**src/rtl/door_input_conditioner.sv**
```systemverilog
// -----------------------------------------------------------------------------
// door_input_conditioner
//
// Cleans up the raw door sensors and limit switches before they reach the
// door controller. Each of the six channels is synchronised (two flops) and
// debounced (a change is accepted after DB_CYCLES consecutive differing
// samples). The person sensors pa/pp are held high for HOLD_CYCLES after their
// debounced value falls. The manual-open level also yields a one-cycle pulse
// per debounced press. Any two limit switches active together latch a sticky
// fault until reset.
//
// Ports
//   clk                     : single clock, rising edge
//   reset                   : synchronous, active-high
//   pa_raw, pp_raw, mo_raw  : raw person-approaching / person-present /
//                             manual-open inputs (asynchronous)
//   r_raw, l_raw, M_raw     : raw right / left / middle limit switches
//                             (asynchronous)
//   pa, pp                  : debounced, hold-stretched person signals
//   mo                      : debounced manual-open level
//   mo_pulse                : one-cycle pulse per debounced rising edge of mo
//   r, l, M                 : debounced limit switches
//   fault                   : sticky limit-switch conflict flag
// -----------------------------------------------------------------------------
module door_input_conditioner #(
  parameter int unsigned DB_CYCLES   = 4,
  parameter int unsigned HOLD_CYCLES = 8
) (
  input  logic clk,
  input  logic reset,
  input  logic pa_raw,
  input  logic pp_raw,
  input  logic mo_raw,
  input  logic r_raw,
  input  logic l_raw,
  input  logic M_raw,
  output logic pa,
  output logic pp,
  output logic mo,
  output logic mo_pulse,
  output logic r,
  output logic l,
  output logic M,
  output logic fault
);

  // Channel numbering used for all per-channel vectors.
  localparam int CH_PA = 0;
  localparam int CH_PP = 1;
  localparam int CH_MO = 2;
  localparam int CH_R  = 3;
  localparam int CH_L  = 4;
  localparam int CH_M  = 5;
  localparam int N_CH  = 6;

  localparam logic [7:0] DB_LAST  = 8'(DB_CYCLES - 1);
  localparam logic [7:0] HOLD_VAL = 8'(HOLD_CYCLES);

  logic [N_CH-1:0] w_raw;
  logic [N_CH-1:0] r_s1;
  logic [N_CH-1:0] r_s2;
  logic [N_CH-1:0] r_d;
  logic [7:0]      r_cnt [N_CH];

  logic [7:0] r_t_pa;
  logic [7:0] r_t_pp;
  logic       r_d_mo_q;
  logic       r_mo_pulse;
  logic       r_fault;
  logic       w_conflict;

  assign w_raw = {M_raw, l_raw, r_raw, mo_raw, pp_raw, pa_raw};

  // Two-flop synchroniser; only s2 feeds the debouncer.
  always_ff @(posedge clk) begin
    if (reset) begin
      r_s1 <= '0;
      r_s2 <= '0;
    end else begin
      r_s1 <= w_raw;
      r_s2 <= r_s1;
    end
  end

  // Debounce: any sample equal to the current value restarts the count, so
  // only an unbroken run of DB_CYCLES differing samples flips the output.
  always_ff @(posedge clk) begin
    if (reset) begin
      r_d <= '0;
      for (int i = 0; i < N_CH; i++) begin
        r_cnt[i] <= 8'd0;
      end
    end else begin
      for (int i = 0; i < N_CH; i++) begin
        if (r_s2[i] == r_d[i]) begin
          r_cnt[i] <= 8'd0;
        end else if (r_cnt[i] == DB_LAST) begin
          r_d[i]   <= r_s2[i];
          r_cnt[i] <= 8'd0;
        end else begin
          r_cnt[i] <= r_cnt[i] + 8'd1;
        end
      end
    end
  end

  // Hold-open timers: reloaded while the debounced value is high, so a
  // re-assertion during the hold keeps the stretched output continuous.
  always_ff @(posedge clk) begin
    if (reset) begin
      r_t_pa <= 8'd0;
      r_t_pp <= 8'd0;
    end else begin
      if (r_d[CH_PA]) begin
        r_t_pa <= HOLD_VAL;
      end else if (r_t_pa != 8'd0) begin
        r_t_pa <= r_t_pa - 8'd1;
      end

      if (r_d[CH_PP]) begin
        r_t_pp <= HOLD_VAL;
      end else if (r_t_pp != 8'd0) begin
        r_t_pp <= r_t_pp - 8'd1;
      end
    end
  end

  // Manual-open edge detector and sticky limit-conflict flag.
  assign w_conflict = (r_d[CH_R] & r_d[CH_M]) |
                      (r_d[CH_L] & r_d[CH_M]) |
                      (r_d[CH_R] & r_d[CH_L]);

  always_ff @(posedge clk) begin
    if (reset) begin
      r_d_mo_q   <= 1'b0;
      r_mo_pulse <= 1'b0;
      r_fault    <= 1'b0;
    end else begin
      r_d_mo_q   <= r_d[CH_MO];
      r_mo_pulse <= r_d[CH_MO] & ~r_d_mo_q;
      r_fault    <= r_fault | w_conflict;
    end
  end

  assign pa       = r_d[CH_PA] | (r_t_pa != 8'd0);
  assign pp       = r_d[CH_PP] | (r_t_pp != 8'd0);
  assign mo       = r_d[CH_MO];
  assign mo_pulse = r_mo_pulse;
  assign r        = r_d[CH_R];
  assign l        = r_d[CH_L];
  assign M        = r_d[CH_M];
  assign fault    = r_fault;

endmodule
```
**config.mk**
```make
export PLATFORM = sky130hd
export DESIGN_NAME = door_input_conditioner
export DESIGN_NICKNAME = d
export VERILOG_FILES = /design/src/rtl/door_input_conditioner.sv
export SDC_FILE = /design/constraint.sdc
export NUM_CORES = 1
export LEC_CHECK = 0
export CAP_MARGIN = 0
export CORE_MARGIN = 8
export CORE_UTILIZATION = 45
export DETAILED_ROUTE_END_ITERATION = 10
export GPL_TIMING_DRIVEN = 0
export PLACE_DENSITY = 0.69
export SLEW_MARGIN = 20
export SYNTH_ARGS = -nofsm -noshare
export SYNTH_HDL_FRONTEND = slang
export SYNTH_SLANG_ARGS = --single-unit
```
**constraint.sdc**
```tcl
create_clock -name clk -period 2.8 [get_ports clk]
set_clock_uncertainty 0.2 [all_clocks]
set_input_delay 0.56 -clock clk [delete_from_list [all_inputs] [get_ports clk]]
set_output_delay 0.56 -clock clk [all_outputs]
set_load 0.005 [all_outputs]
```
Yosys cells after proc, flatten, opt, wreduce, memory -nomap -nowiden
Memories as Yosys holds them, arrays and structs flattened.
Index checks and enable logic that the tools add are counted.
- flip-flop bits (word level): 37
- logic and storage cells: 172
- output and inout port bits: 8
- RAM bits: 48
- input port bits: 8
- memories kept: 1
- memories (name ; depth ; bits a word ; rd ports ; clocked after Yosys merged registers in ; wr ports ; line ; RTL):
    r_cnt ; 6 ; 8 ; 6 ; 0 ; 6 ; 63 ; logic [7:0] r_cnt [N_CH];
- equal/unequal tests: 12
- add/sub/neg operators: 8
- bitwise operators: 34
- mux-type cells: 90
- reductions and logical operators: 12
- operators with widths (kind ; number):
    two-way mux 8 bit ; 18
    two-way mux 1 bit ; 68
    adder 8 x 1 -> 8 bit (second input constant) ; 6
    == test 8 x 2 -> 1 bit (second input constant) ; 6
    OR 1 bit ; 23
    two-way mux 4 bit ; 4
    nonzero test 8 bit ; 2
    subtractor 8 x 1 -> 8 bit (second input constant) ; 2
    AND reduction 2 bit ; 6
    inverter 1 bit ; 7
    == test 1 bit ; 6
    AND 1 bit ; 4
    nonzero test 2 bit ; 2
    OR reduction 2 bit ; 2

Depth between registers and ports, before layout
An unclocked memory read counts as a cell.
- word-level depth: 8
- mapped depth: 5
- mapped depth without buffers: 5

Least setup slack after synthesis
Ideal clock, no wire load.
- kind: register to output
- start: reg r_t_pa[0]
- end: out pa
- arrival time: 1514 ps
- path slack: 526 ps
- data required time: 2040 ps
- path buffers: 0
- stages on the path, launching flop included: 6
- path through: dfxtp_1 inv_1 ha_1 or3b_2 nor3_1 nand2b_1
- word-level cells in the longest chain between the ends: 2
- RTL lines (what ; line ; RTL):
    start, declared ; 65 ; logic [7:0] r_t_pa;
    start signal, assigned ; 117 ; r_t_pa <= r_t_pa - 8'd1;
    nonzero test 8 bit ; 145 ; assign pa = r_d[CH_PA] | (r_t_pa != 8'd0);
    OR 1 bit ; 145 ;
    end, declared ; 37 ; output logic pa,
Every way passes these cells.

Worst setup path in the final report
- start: reg r_t_pp[2]
- end: out pp
- word-level cells in the longest chain between the ends: 2
- RTL lines (what ; line ; RTL):
    start, declared ; 66 ; logic [7:0] r_t_pp;
    start signal, assigned ; 123 ; r_t_pp <= r_t_pp - 8'd1;
    nonzero test 8 bit ; 146 ; assign pp = r_d[CH_PP] | (r_t_pp != 8'd0);
    OR 1 bit ; 146 ;
    end, declared ; 38 ; output logic pp,
Every way passes these cells.

==> results.txt <==
- Result of the run: finished clean
- Clock-pin slew of the registers on the worst-case setup and hold paths: 90 ps
* Type of origin of the critical path: flip-flop
* Area of placed instances: 4410 um2
* Clock network latency to the later pin of the worst-skew pair: 360 ps
- Die area: 12000 um2
- The critical path starts at r_t_pp[2].
- Global routing met2 resource utilization: 23.6%
- Of the total power, the share spent switching nets is 29.6%.
- Deepest clock path buffer count: 2
- Post-detailed-placement half-perimeter wirelength: 5160 um
- Router iterations before antenna repair: 4
* Per-cell via count in the routed design: 5.13
* Post-DR wirelength/cell: 12.8 um
- Setup violations remaining at the end of the flow were counted as 0.
- Cells fill 54.2% of the core in the end.
- Global Route Usage Sum: 13.3%
* GR peak layer: met2
* Mapped cell area: 3950 um2
* Instance count of the mapped netlist: 382
- Fin Setup TNS: 0 ps
- Kind of critical path: flip-flop to output port
- 16 I/O pins were placed.
* Number of buffers created by CTS: 9
- Synth area leaders: edfxtp_1 37%, dfxtp_1 19%, or3_1 4.8%, o21ai_0 4.2%, a21oi_1 3.9%
- Antenna diode instance count: 0
- PwrDens: 698 nW/um2
* Portion of the post-synthesis area used by sequential elements: 55.3%
- Portion of total power attributed to combinational logic: 26.0%
- Endpoint of the lowest-slack register-to-register path: r_cnt[0][3]
- Including well taps, the total number of placed cells is 552.
* Worst vdd rail ir drop: 0.349 mV
* Layout net count: 477
- Area share of the largest cell type after synthesis: 36.5%
- The hold violation total from the final report came to 0.
- Total of buffers placed on input and output ports: 15
- Number of max-slew violations in the final report: 0
- In this run the clock root is driven by a clkbuf_8.
- For this run, the number of standard cells in the final layout without fillers is 573.
- Crit path arrival time: 1950 ps
- Top cell type by total area after synthesis: edfxtp_1
- TritonCTS built the clock tree.
- Critical Path End Type: output port
- The worst register-to-register path has a setup slack of 500 ps.
- Entering global routing, the biggest net connects 14 pins.
- Clock net sink count: 85
* Vias in the first global route: 2896
- Of the available clock period, the critical path in the final layout requires 96.6%.
* RePlAce Congestion: 0.819
* Via total after detailed routing: 2938
- Max Cap Violations: 0
* YS warnings: 0
- Max Fanout on Critical Path: 2
- At the pin with the least slew margin, the transition time is 657 ps.
- After layout, the design draws a total of 3.25 mW.
- Part of the power in the clock network: 25.6%
* Global-route wire length before repair: 12500 um
- The most critical setup path has its endpoint at pp.
- In the synthesized netlist the async set-or-reset flop fraction comes to 0%.
* Required time reported for the critical path endpoint: 2040 ps
* NetSw: 0.962 mW
- In the routed design, unresolved DRC markers number 0.
- The startpoint identified for the worst register-to-register timing path is r_cnt[0][0].
- After floorplanning, the core was divided into 34 placement rows.
- Cell internal power was estimated by the tool at 2.29 mW.
- In the post-route analysis, the smallest setup slack over all paths is 93.8 ps.
* GR met3 Demand/Resource: 4.51%
- First-iteration detailed-routing DRC count: 105
- Crit path time final: 2710 ps
- The number of cells on the worst reg-to-reg path is 4.
- Sequential cell fraction of total power: 48.4%
- Post-route design area: 4660 um2
* Worst relative slew slack: 56.0%
* Post-synthesis cell type count: 39
- Highest achievable clock rate: 370 MHz
- Die outline width: 110 um
- Most frequently used flop master after synthesis: edfxtp_1
* GRT met1 Usage: 14.3%
- Wirelength, routed: 7340 um
- Once the floorplan was initialized, standard cells occupied 45.9% of the core.
- Area inside the core boundary: 8590 um2
* Worst setup slack after placement: -135 ps
* Layout cell share with drive strength beyond 1: 8.17%
- Count of fill cells added during filler insertion: 810
- The detail route stage leaves a number of antenna-violating nets equal to 0.
- Layout-stage area growth over the synthesis result: 18.1%
* Unrepaired setup endpoints after global routing: false
- Number of flops mapped to enable cells by yosys: 48
- Pleak: 1.69 nW
* Overall overflow remaining after global route: 0
* Maximum level of the CTS H-tree: 3
* Number of antenna violations at the first check in global routing: 0
- FF+latch count, synth: 85
* Hold Worst Slack: 186 ps
* DIE HEIGHT: 110 um
- The min-delay analysis places its worst path in the category flip-flop to flip-flop.
* Average footprint of a synthesized cell: 10.3 um2
==> sequential cells by signal, indices dropped and copies added (netlist names) <==
signal	cells
r_s2	6
r_d_mo_q	1
r_t_pa	8
fault	1
r_d	6
r_cnt	48
r_t_pp	8
r_s1	6
mo_pulse	1
==> area by class of cell <==
class                   instances  area [um2]  area share [%]
multi-input cells             320        1880            40.3
flip-flops and latches         85        2190            46.9
well taps                     108         135            2.90
repair buffers                 20         181            3.89
plain buffers                   4        22.5           0.483
inverters                      20        75.1            1.61
clock inverters                 5        51.3            1.10
clock buffers                  11         131            2.82
==> power groups by stage <==
stage                     combinational [mW]  sequential (mW)  clock [mW]
final                                  0.847             1.57       0.832
after global routing                   0.939             1.59       0.913
after CTS                              0.842             1.57       0.861
after detailed placement               0.703             1.60           0
after global placement                 0.677             1.59           0
after floorplan                        0.541             1.57           0
==> per-layer routing <==
metal  share of wire [%]  routed length [um]
met1                  45                3270
met2                  50                3670
met3                 4.2                 307
met4                 1.2                  90
met5                   0                   0
==> synthesized netlist by cell type (3+ instances only) <==
library cell   n
edfxtp_1      48
dfxtp_1       37
nor2_1        36
o21ai_0       33
a21oi_1       31
or3_1         30
inv_1         19
nand3_1       19
xor2_1        17
nor2b_1       15
nand2_1       13
xnor2_1       11
ha_1           9
or4_1          8
nand4_1        6
nor3_1         6
o211ai_1       6
or3b_2         5
nor3b_1        4
or2_2          4
clkbuf_1       3
or4b_1         3
==> how the worst min path moves through the flow <==
stage / from / end / slack [ps] / depth (start not counted)
4_1_cts: r_d_mo_q / mo_pulse / 190 / 1
3_3_place_gp: r_d_mo_q / mo_pulse / 170 / 1
2_1_floorplan: r_d_mo_q / mo_pulse / 170 / 1
6_report: r_d_mo_q / mo_pulse / 190 / 1
3_5_place_dp: r_d_mo_q / mo_pulse / 170 / 1
5_1_grt: r_d_mo_q / mo_pulse / 200 / 1
==> layout by cell type (no fill, tap or decap), drive strengths merged, types with 2 or more instances in the layout <==
| cell type | count |
|---|---|
| edfxtp | 48 |
| o21ai | 33 |
| clkinv | 4 |
| nand2 | 13 |
| or2 | 4 |
| or4b | 3 |
| or4 | 9 |
| xor2 | 17 |
| or3 | 32 |
| nand3 | 19 |
| inv | 19 |
| nor2b | 15 |
| o31a | 2 |
| xnor2 | 11 |
| a21oi | 31 |
| ha | 9 |
| clkbuf | 14 |
| nor3 | 6 |
| buf | 7 |
| conb | 48 |
| nand4 | 6 |
| nor3b | 4 |
| o211ai | 6 |
| clkdlybuf4s50 | 13 |
| or3b | 5 |
| dfxtp | 37 |
| nor2 | 36 |
==> critical path, stage by stage, from the launching register on <==
cell	delay [ps]
dfxtp_2	320
or4_1	530
buf_6	140
or3_2	460
buf_2	150
==> timing repair <==
action                                  CTS  global route
hold buffers                              0             0
endpoints found under the setup margin    2             1
gates resized for setup                  17             0
setup buffers                             5             0
endpoints found under the hold margin     0             0
pin swaps                                 1             1
==> cells by family after synthesis <==
logic type      synth area share, %
compound gates                 11.0
fa+ha+maj                      3.11
simple gates                   22.0
xor+xnor                       6.21
buf+inv                        2.31
other cells                  0.0950
flops                          55.3
Power figures use the tool's default switching activity.
